`config.mk`:
```
export PLATFORM = sky130hd
export DESIGN_NAME = pq_cmd_sched
export DESIGN_NICKNAME = d
export VERILOG_FILES = /design/src/rtl/pq_cmd_sched.sv
export SDC_FILE = /design/constraint.sdc
export NUM_CORES = 1
export LEC_CHECK = 0
export ABC_AREA = 1
export ABC_CLOCK_PERIOD_IN_PS = 2180
export CAP_MARGIN = 40
export CELL_PAD_IN_SITES_DETAIL_PLACEMENT = 0
export CELL_PAD_IN_SITES_GLOBAL_PLACEMENT = 1
export CORE_MARGIN = 5
export CORE_UTILIZATION = 40
export DETAILED_ROUTE_END_ITERATION = 6
export PLACE_DENSITY = 0.85
export SLEW_MARGIN = 5
export SYNTH_ARGS = -nofsm -noshare
export SYNTH_HDL_FRONTEND = slang
export SYNTH_SLANG_ARGS = --single-unit
```
`constraint.sdc`:
```
create_clock -name clk -period 2.18 [get_ports clk]
set_clock_uncertainty 0.05 [all_clocks]
set_input_delay 0.436 -clock clk [delete_from_list [all_inputs] [get_ports clk]]
set_output_delay 0.436 -clock clk [all_outputs]
set_load 0.02 [all_outputs]
```
`src/rtl/pq_cmd_sched.sv`:
```
// Command scheduler in front of a HWPQ core: buffers inserts, counts dequeues, issues one command per cycle.
// Latency: insert issued the cycle after accept, dequeue result registered one cycle after issue.
// Backpressure: enq_ready/deq_ready drop when the FIFO or pending count is full; out stream holds until out_ready.

package pq_pkg;
    parameter int KEY_W = 8;
    parameter int VAL_W = 8;

    typedef struct packed {
        logic [KEY_W-1:0] key;
        logic [VAL_W-1:0] value;
    } kv_t;

    localparam kv_t KV_EMPTY = '{key: {KEY_W{1'b1}}, value: {VAL_W{1'b0}}};
endpackage

// Show-ahead circular FIFO; the extra pointer bit tells full from empty.
module pq_fifo #(
    parameter int W     = 16,
    parameter int DEPTH = 4
) (
    input  logic         clk,
    input  logic         rst,
    input  logic         push,
    input  logic [W-1:0] push_dat,
    input  logic         pop,
    output logic [W-1:0] head,
    output logic         empty,
    output logic         full
);
    localparam int AW = $clog2(DEPTH);

    logic [W-1:0] mem [DEPTH];
    logic [AW:0]  wr_ptr;
    logic [AW:0]  rd_ptr;

    assign empty = (wr_ptr == rd_ptr);
    assign full  = (wr_ptr[AW-1:0] == rd_ptr[AW-1:0]) && (wr_ptr[AW] != rd_ptr[AW]);
    assign head  = mem[rd_ptr[AW-1:0]];

    always_ff @(posedge clk or posedge rst) begin
        if (rst) begin
            wr_ptr <= '0;
            rd_ptr <= '0;
        end else begin
            if (push) begin
                wr_ptr <= wr_ptr + (AW+1)'(1);
            end
            if (pop) begin
                rd_ptr <= rd_ptr + (AW+1)'(1);
            end
        end
    end

    always_ff @(posedge clk) begin
        if (push) begin
            mem[wr_ptr[AW-1:0]] <= push_dat;
        end
    end
endmodule

module pq_cmd_sched
    import pq_pkg::*;
#(
    parameter int FIFO_DEPTH   = 4,
    parameter int DEQ_PEND_MAX = 3
) (
    input  logic clk,
    input  logic rst,
    input  logic enq_valid,
    input  kv_t  enq_kv,
    output logic enq_ready,
    input  logic deq_valid,
    output logic deq_ready,
    output logic out_valid,
    output kv_t  out_kv,
    input  logic out_ready,
    output logic pq_enq,
    output logic pq_deq,
    output kv_t  pq_kvi,
    input  kv_t  pq_kvo,
    input  logic pq_full,
    input  logic pq_empty,
    input  logic pq_busy
);
    localparam int PEND_W = $clog2(DEQ_PEND_MAX + 1);

    typedef enum logic {RR_ENQ = 1'b0, RR_DEQ = 1'b1} rr_t;

    rr_t               rr_last;
    logic [PEND_W-1:0] pend_cnt;
    logic              fifo_empty;
    logic              fifo_full;
    logic [$bits(kv_t)-1:0] fifo_head;
    logic              enq_acc;
    logic              deq_acc;
    logic              out_slot_free;
    logic              can_enq;
    logic              can_deq;

    pq_fifo #(
        .W     ($bits(kv_t)),
        .DEPTH (FIFO_DEPTH)
    ) u_fifo (
        .clk      (clk),
        .rst      (rst),
        .push     (enq_acc),
        .push_dat (enq_kv),
        .pop      (pq_enq),
        .head     (fifo_head),
        .empty    (fifo_empty),
        .full     (fifo_full)
    );

    assign enq_ready = !fifo_full;
    assign deq_ready = (pend_cnt < PEND_W'(DEQ_PEND_MAX));
    assign enq_acc   = enq_valid && enq_ready;
    assign deq_acc   = deq_valid && deq_ready;

    assign out_slot_free = !out_valid || out_ready;
    assign can_enq = !fifo_empty && !pq_full && !pq_busy;
    assign can_deq = (pend_cnt != '0) && !pq_empty && !pq_busy && out_slot_free;

    // When both are eligible, the side that did not issue last wins.
    assign pq_enq = can_enq && (!can_deq || rr_last == RR_DEQ);
    assign pq_deq = can_deq && !pq_enq;
    assign pq_kvi = pq_enq ? kv_t'(fifo_head) : KV_EMPTY;

    always_ff @(posedge clk or posedge rst) begin
        if (rst) begin
            rr_last   <= RR_DEQ;
            pend_cnt  <= '0;
            out_valid <= 1'b0;
            out_kv    <= KV_EMPTY;
        end else begin
            if (pq_enq) begin
                rr_last <= RR_ENQ;
            end else if (pq_deq) begin
                rr_last <= RR_DEQ;
            end

            if (deq_acc && !pq_deq) begin
                pend_cnt <= pend_cnt + PEND_W'(1);
            end else if (pq_deq && !deq_acc) begin
                pend_cnt <= pend_cnt - PEND_W'(1);
            end

            // A fresh capture overrides the clear so back-to-back results have no bubble.
            if (pq_deq) begin
                out_valid <= 1'b1;
                out_kv    <= pq_kvo;
            end else if (out_ready) begin
                out_valid <= 1'b0;
            end
        end
    end
endmodule
```
# After elaboration in Yosys (flattened, before gate mapping)
# Memories as Yosys holds them, arrays and structs flattened.
# Index checks and enable logic that the tools add are counted.
dict set report totals {
  word_cells 53
  input_bits 40
  output_inout_bits 37
  mem_count 1
  ramBits 64
  reg_bits 26
}
# name depth width read_ports rd_ports_with_merged_regs wr line_no
set mem_list {}
lappend mem_list {u_fifo.mem 4 16 1 0 1 33} ;# logic [W-1:0] mem [DEPTH];
dict set report classes {
  eq_ne 3
  n_mux 9
  n_reduce_logical 28
  order_cmp 1
  add_sub_neg 4
}
# op count
set ops {}
lappend ops {{16-bit two-way mux} 1}
lappend ops {{1-bit logical AND} 12}
lappend ops {{1-bit logical NOT} 10}
lappend ops {{2-bit nonzero test} 4}
lappend ops {{3-bit by 1-bit adder with 3-bit output (second input constant)} 2}
lappend ops {{1-bit two-way mux} 6}
lappend ops {{2-bit two-way mux} 2}
lappend ops {{3-bit == test} 1}
lappend ops {{2-bit by 1-bit adder with 2-bit output (second input constant)} 1}
lappend ops {{2-bit == test} 1}
lappend ops {{1-bit logical OR} 2}
lappend ops {{2-bit < comparator (second input constant)} 1}
lappend ops {{2-bit by 1-bit subtractor with 2-bit output (second input constant)} 1}
lappend ops {{1-bit inequality test} 1}

# Depth between registers and ports, before layout
# Gate-level depths: netlist of the first run.
dict set report depth {
  depth_word 12
  ltp_mapped 12
  mapped_depth_nobuf 10
}

# Cells and area by module
# A second synthesis of the first run with hierarchy kept.
dict set report unflattened {
  cells_unflattened 401
  area_unflattened_um2 4101.4
}
# mod seq_area_each_um2 cells_each n_inst area_each_um2
set by_module_without_submodules {}
lappend by_module_without_submodules {pq_fifo 2072.0 264 1 2979.1}
lappend by_module_without_submodules {pq_cmd_sched 511.7 137 1 1122.3}

# Worst setup path after synthesis of the first run
# OpenSTA, ideal clock, no wires.
dict set report synth_timing {
  kind {flip-flop to flip-flop}
  startpoint {register u_fifo.rd_ptr[0]}
  endpoint {memory u_fifo.mem[0][0], enable pin}
  n_path_buf 1
  path_stages_with_launch 7
  setup_slack_ns -0.010
  t_required_ns 1.741
  period_less_slack_ns 2.190
  arrival_time_ns 1.752
  setup_ns 0.389
  path_cell_list {dfrtp_1 > buf_6 > nand2_1 > nand2_2 > nand4_1 > nand2_2 > nor2_1}
}
dict set report synth_between {
  elab_chain_cells 6
}
# item line_no
set synth_lines {}
lappend synth_lines {{start, declared} 35} ;# logic [AW:0] rd_ptr;
lappend synth_lines {{start signal, assigned} 50} ;# rd_ptr <= rd_ptr + (AW+1)'(1);
lappend synth_lines {{2-bit == test} 38} ;# assign full = (wr_ptr[AW-1:0] == rd_ptr[AW-1:0]) && (wr_ptr[AW] != rd_ptr[AW]);
lappend synth_lines {{1-bit logical AND} 38}
lappend synth_lines {{1-bit logical NOT} 115} ;# assign enq_ready = !fifo_full;
lappend synth_lines {{via enq_ready} 72} ;# output logic enq_ready,
lappend synth_lines {{1-bit logical AND} 117} ;# assign enq_acc = enq_valid && enq_ready;
lappend synth_lines {{1-bit two-way mux} 56} ;# if (push) begin
lappend synth_lines {{1-bit two-way mux (not written as such)} 57} ;# mem[wr_ptr[AW-1:0]] <= push_dat;
lappend synth_lines {{end, declared} 33}
# The timed path passes the listed nets, and every way through them passes these cells.

==> results of run 1 <==
[path summary, 6_finish.rpt]
path                                  startpoint          end  slack (ns)
worst min-delay path                         rst  pend_cnt[0]        0.39
worst min register to register        out_kv[12]   out_kv[12]        0.42
worst max-delay path            u_fifo.rd_ptr[0]    pq_kvi[8]        0.06
max in group asynchronous                    rst    out_kv[8]        1.38
min in group clk                      out_kv[12]   out_kv[12]        0.42
worst max register to register  u_fifo.rd_ptr[0]  pend_cnt[1]        0.19
[power breakdown]
part	switching, mW	internal [mW]	total [mW]
Combinational	1.79	1.43	3.22
Clock	0.605	0.429	1.03
Sequential	0.204	2.39	2.59
[cell usage in the layout (no fill, tap or decap), drive strengths merged]
cell type / n
dlymetal6s2s: 3
edfxtp: 64
nand2: 63
clkdlybuf4s15: 1
dfrtp: 17
and3: 1
clkinv: 3
clkinvlp: 2
nand4: 2
inv: 19
ha: 6
nor2: 70
xor2: 1
a21oi: 9
dfstp: 9
buf: 56
o21ai: 35
and2: 1
nand3: 26
xnor2: 3
clkdlybuf4s50: 54
clkbuf: 11
[repair_timing]
item	CTS	global route
setup endpoints to repair	20	20
gates cloned	0	1
setup buffers	0	4
gates resized for setup	80	80
pin swaps	1	6
[cells in the mapped netlist (2+ instances only)]
master / n / share of area [%]
sky130_fd_sc_hd__nand4_1: 2 / 0.33
sky130_fd_sc_hd__xnor2_1: 3 / 0.69
sky130_fd_sc_hd__buf_4: 3 / 0.59
sky130_fd_sc_hd__inv_1: 16 / 1.6
sky130_fd_sc_hd__buf_2: 8 / 1.0
sky130_fd_sc_hd__nor2_1: 70 / 6.9
sky130_fd_sc_hd__nand2_2: 4 / 0.66
sky130_fd_sc_hd__nand2_1: 59 / 5.8
sky130_fd_sc_hd__edfxtp_1: 64 / 50
sky130_fd_sc_hd__o21ai_0: 35 / 4.6
sky130_fd_sc_hd__buf_6: 3 / 0.88
sky130_fd_sc_hd__ha_1: 6 / 2.0
sky130_fd_sc_hd__nand3_1: 24 / 3.1
sky130_fd_sc_hd__dfstp_2: 9 / 6.2
sky130_fd_sc_hd__inv_4: 2 / 0.33
sky130_fd_sc_hd__dfrtp_1: 17 / 11
sky130_fd_sc_hd__nand3_2: 2 / 0.52
sky130_fd_sc_hd__a21oi_2: 8 / 1.8
sky130_fd_sc_hd__clkbuf_1: 3 / 0.29
[worst max-delay path, delay by kind of cell, from the launching register on]
kind	cells	cell delay, ns
flops	1	0.46
buf+inv	3	0.44
simple gates	3	0.27
compound gates	1	0.12
[area by class of cell]
cell class              instances  area [sq um]  area share [%]
flip-flops and latches         90          2590            48.2
inverters                      18          75.1            1.40
clock inverters                 6          52.6           0.979
well taps                     129           161            3.01
repair buffers                115          1180            22.0
multi-input cells             217          1180            22.1
clock buffers                  10           128            2.38
[state kept, by name, summed over array words and instances (netlist names)]
signal	cells
u_fifo.wr_ptr	3
out_kv	16
out_valid	1
rr_last	1
u_fifo.rd_ptr	3
pend_cnt	2
u_fifo.mem	64
[per-layer routing]
layer | track usage [%] | share of wire, %
met1 | 20.3 | 45
met2 | 24.0 | 48
met3 | 3.60 | 6.3
met4 | 4.15 | 0.76
met5 | 0 | 0
[kinds of logic (layout without fill, tap and decap cells)]
family | Yosys count | count (layout)
AO/OA/AOI/OAI | 44 | 44
XOR/XNOR | 4 | 4
adder cells (fa/ha/maj) | 6 | 6
buffers and inverters | 36 | 149
flip-flops | 90 | 90
AND/OR/NAND/NOR | 163 | 163
==> impl_metrics.xml, run 1 <==
<?xml version="1.0" encoding="UTF-8"?>
<metrics>
  <group name="timing">
    <metric name="worst_hold_slack" unit="ns">0.386</metric>
    <metric name="finalMaxSlewViolations" unit="">0</metric>
    <metric name="rsz0062_at_grt" unit="">true</metric>
    <metric name="worst_slack" unit="ns">0.0599</metric>
    <metric name="max_freq" unit="MHz">472</metric>
    <metric name="timing.final.crit_share" unit="%">97.3</metric>
    <metric name="worst_pin_slew" unit="ns">0.388</metric>
    <metric name="slew_margin_rel" unit="%">73.9</metric>
    <metric name="setup_violations" unit="">0</metric>
    <metric name="final_sum_of_negative_setup_slack" unit="ns">0</metric>
    <metric name="report.final.hold_viol_count" unit="">0</metric>
    <metric name="post_layout_minimum_cycle_time" unit="ns">2.12</metric>
  </group>
  <group name="detailed_routing">
    <metric name="vias_cell" unit="">4.79</metric>
    <metric name="drt_pre_antenna_iters" unit="">4</metric>
    <metric name="dr_total_vias" unit="">2805</metric>
    <metric name="drc_errors" unit="">0</metric>
    <metric name="drt_iter0_markers" unit="">141</metric>
    <metric name="postRouteWirelength" unit="um">8760</metric>
    <metric name="wl_per_cell" unit="um">15.0</metric>
    <metric name="drt.antenna.violating_nets" unit="">0</metric>
  </group>
  <group name="final_layout">
    <metric name="final_cell_count_no_fill" unit="">585</metric>
    <metric name="drive_above_1_share" unit="%">26.5</metric>
    <metric name="design_area" unit="sq mm">0.00537</metric>
    <metric name="final_util" unit="%">57.8</metric>
    <metric name="num-nets-final" unit="">497</metric>
    <metric name="fillerInstances" unit="">794</metric>
    <metric name="insertedDiodeCount" unit="">0</metric>
    <metric name="areaGrowthSynthToFinish" unit="%">40.6</metric>
  </group>
  <group name="global_routing">
    <metric name="first_global_vias" unit="">2734</metric>
    <metric name="grt_first_pass_wirelength" unit="um">13600</metric>
    <metric name="number_of_antenna_violations_at_the_first_check_in_global_routing" unit="">0</metric>
    <metric name="largest_net_degree_at_the_start_of_global_routing" unit="">27</metric>
    <metric name="grt.overflow.total" unit="">0</metric>
    <metric name="grtUsageTotal" unit="%">15.0</metric>
  </group>
  <group name="logic_synthesis">
    <metric name="yosys.area_share.simple" unit="%">17.7</metric>
    <metric name="yosys.area_share.adder" unit="%">1.97</metric>
    <metric name="syn-instance-count" unit="">343</metric>
    <metric name="syn_area_per_cell" unit="sq um">11.1</metric>
    <metric name="most_used_dff_post_synth" unit="">sky130_fd_sc_hd__edfxtp_1</metric>
    <metric name="synth-edff-count" unit="">64</metric>
    <metric name="synth_compound_area_share" unit="%">6.55</metric>
    <metric name="synth.lib_cells_used.distinct" unit="">24</metric>
    <metric name="seq_area_frac_synth" unit="%">67.7</metric>
    <metric name="synth.cell_area" unit="sq mm">0.00382</metric>
    <metric name="yosysWarningCount" unit="">0</metric>
    <metric name="synth-async-reset-ratio" unit="%">28.9</metric>
    <metric name="synth.net_count" unit="">389</metric>
    <metric name="synth_mux_area_share" unit="%">0</metric>
    <metric name="flip_flop_and_latch_count_after_synthesis" unit="">90</metric>
    <metric name="main_combinational_cell_family_by_area_after_synthesis" unit="">simple AND/OR/NAND/NOR gates</metric>
    <metric name="yosys.area_share.xor_xnor" unit="%">0.917</metric>
  </group>
  <group name="cts">
    <metric name="ctsHtreeMaxLevel" unit="">3</metric>
    <metric name="cts_buffers" unit="">9</metric>
    <metric name="cts_num_sinks" unit="">90</metric>
    <metric name="clock_path_buffers" unit="">2</metric>
    <metric name="ctsRootBufferMaster" unit="">sky130_fd_sc_hd__clkbuf_8</metric>
    <metric name="cts.reportedPaths.clkPinSlew" unit="ns">0.10</metric>
    <metric name="insertion_delay" unit="ns">0.35</metric>
    <metric name="cts_tree" unit="">done</metric>
    <metric name="cts_hold_buffers" unit="">0</metric>
  </group>
  <group name="die">
    <metric name="start_util" unit="%">41.1</metric>
    <metric name="chipHeight" unit="um">108</metric>
    <metric name="std_cell_rows" unit="">35</metric>
    <metric name="die-area" unit="sq mm">0.0116</metric>
    <metric name="io_pins" unit="">77</metric>
    <metric name="core-area" unit="sq mm">0.00928</metric>
    <metric name="chipWidth" unit="um">108</metric>
  </group>
  <group name="place">
    <metric name="place.detailed.instances" unit="">564</metric>
    <metric name="detailedPlace.worstSlack" unit="ns">-0.462</metric>
    <metric name="port_buffers" unit="">76</metric>
    <metric name="place_area" unit="sq mm">0.00494</metric>
    <metric name="gpl.final_weighted_congestion" unit="">0.756</metric>
    <metric name="dp_hpwl" unit="um">5760</metric>
  </group>
  <group name="setup_path">
    <metric name="worst-endpoint-required" unit="ns">1.69</metric>
    <metric name="crit_path_start_kind" unit="">flop</metric>
    <metric name="critPathMaxStageDelay" unit="ns">0.46</metric>
    <metric name="cell_count_of_the_worst_reg_to_reg_path" unit="">12</metric>
    <metric name="worstPathArrival" unit="ns">1.63</metric>
    <metric name="timing.critical_path.to_type" unit="">primary output</metric>
    <metric name="path_class" unit="">reg -&gt; out</metric>
    <metric name="cpMostUsedCell" unit="">sky130_fd_sc_hd__nor2_1</metric>
    <metric name="slowest_stage_cell_on_the_critical_path" unit="">sky130_fd_sc_hd__dfrtp_2</metric>
    <metric name="critical_path.cell_chain" unit="">buf_8, buf_12, nor2_1, nor2_1, o21ai_0, nand3_2, buf_6</metric>
    <metric name="critical_path.max_fanout" unit="">14</metric>
  </group>
  <group name="power">
    <metric name="powerDensity" unit="mW/mm^2">1280</metric>
    <metric name="power" unit="mW">6.85</metric>
    <metric name="p_leak" unit="nW">2.13</metric>
    <metric name="vdd_drop_max" unit="uV">554</metric>
  </group>
  <group name="status">
    <metric name="outcome" unit="">completed</metric>
  </group>
  <group name="hold_path">
    <metric name="min-delay-path-class" unit="">in -&gt; async</metric>
  </group>
  <group name="flow_run">
    <metric name="drv_cap" unit="">0</metric>
  </group>
</metrics>
Note: power is estimated with default switching activity, not from simulation.
==> inputs of run 2 (changes only) <==
--- a/config.mk
+++ b/config.mk
@@ -7,12 +7,12 @@
 export LEC_CHECK = 0
 export ABC_AREA = 1
 export ABC_CLOCK_PERIOD_IN_PS = 2180
-export CAP_MARGIN = 40
 export CELL_PAD_IN_SITES_DETAIL_PLACEMENT = 0
 export CELL_PAD_IN_SITES_GLOBAL_PLACEMENT = 1
 export CORE_MARGIN = 5
 export CORE_UTILIZATION = 40
 export DETAILED_ROUTE_END_ITERATION = 6
+export GPL_ROUTABILITY_DRIVEN = 1
 export PLACE_DENSITY = 0.85
 export SLEW_MARGIN = 5
 export SYNTH_ARGS = -nofsm -noshare
==> results of run 2 <==
Final layout, timing and power as in run 1 (identical DEF).
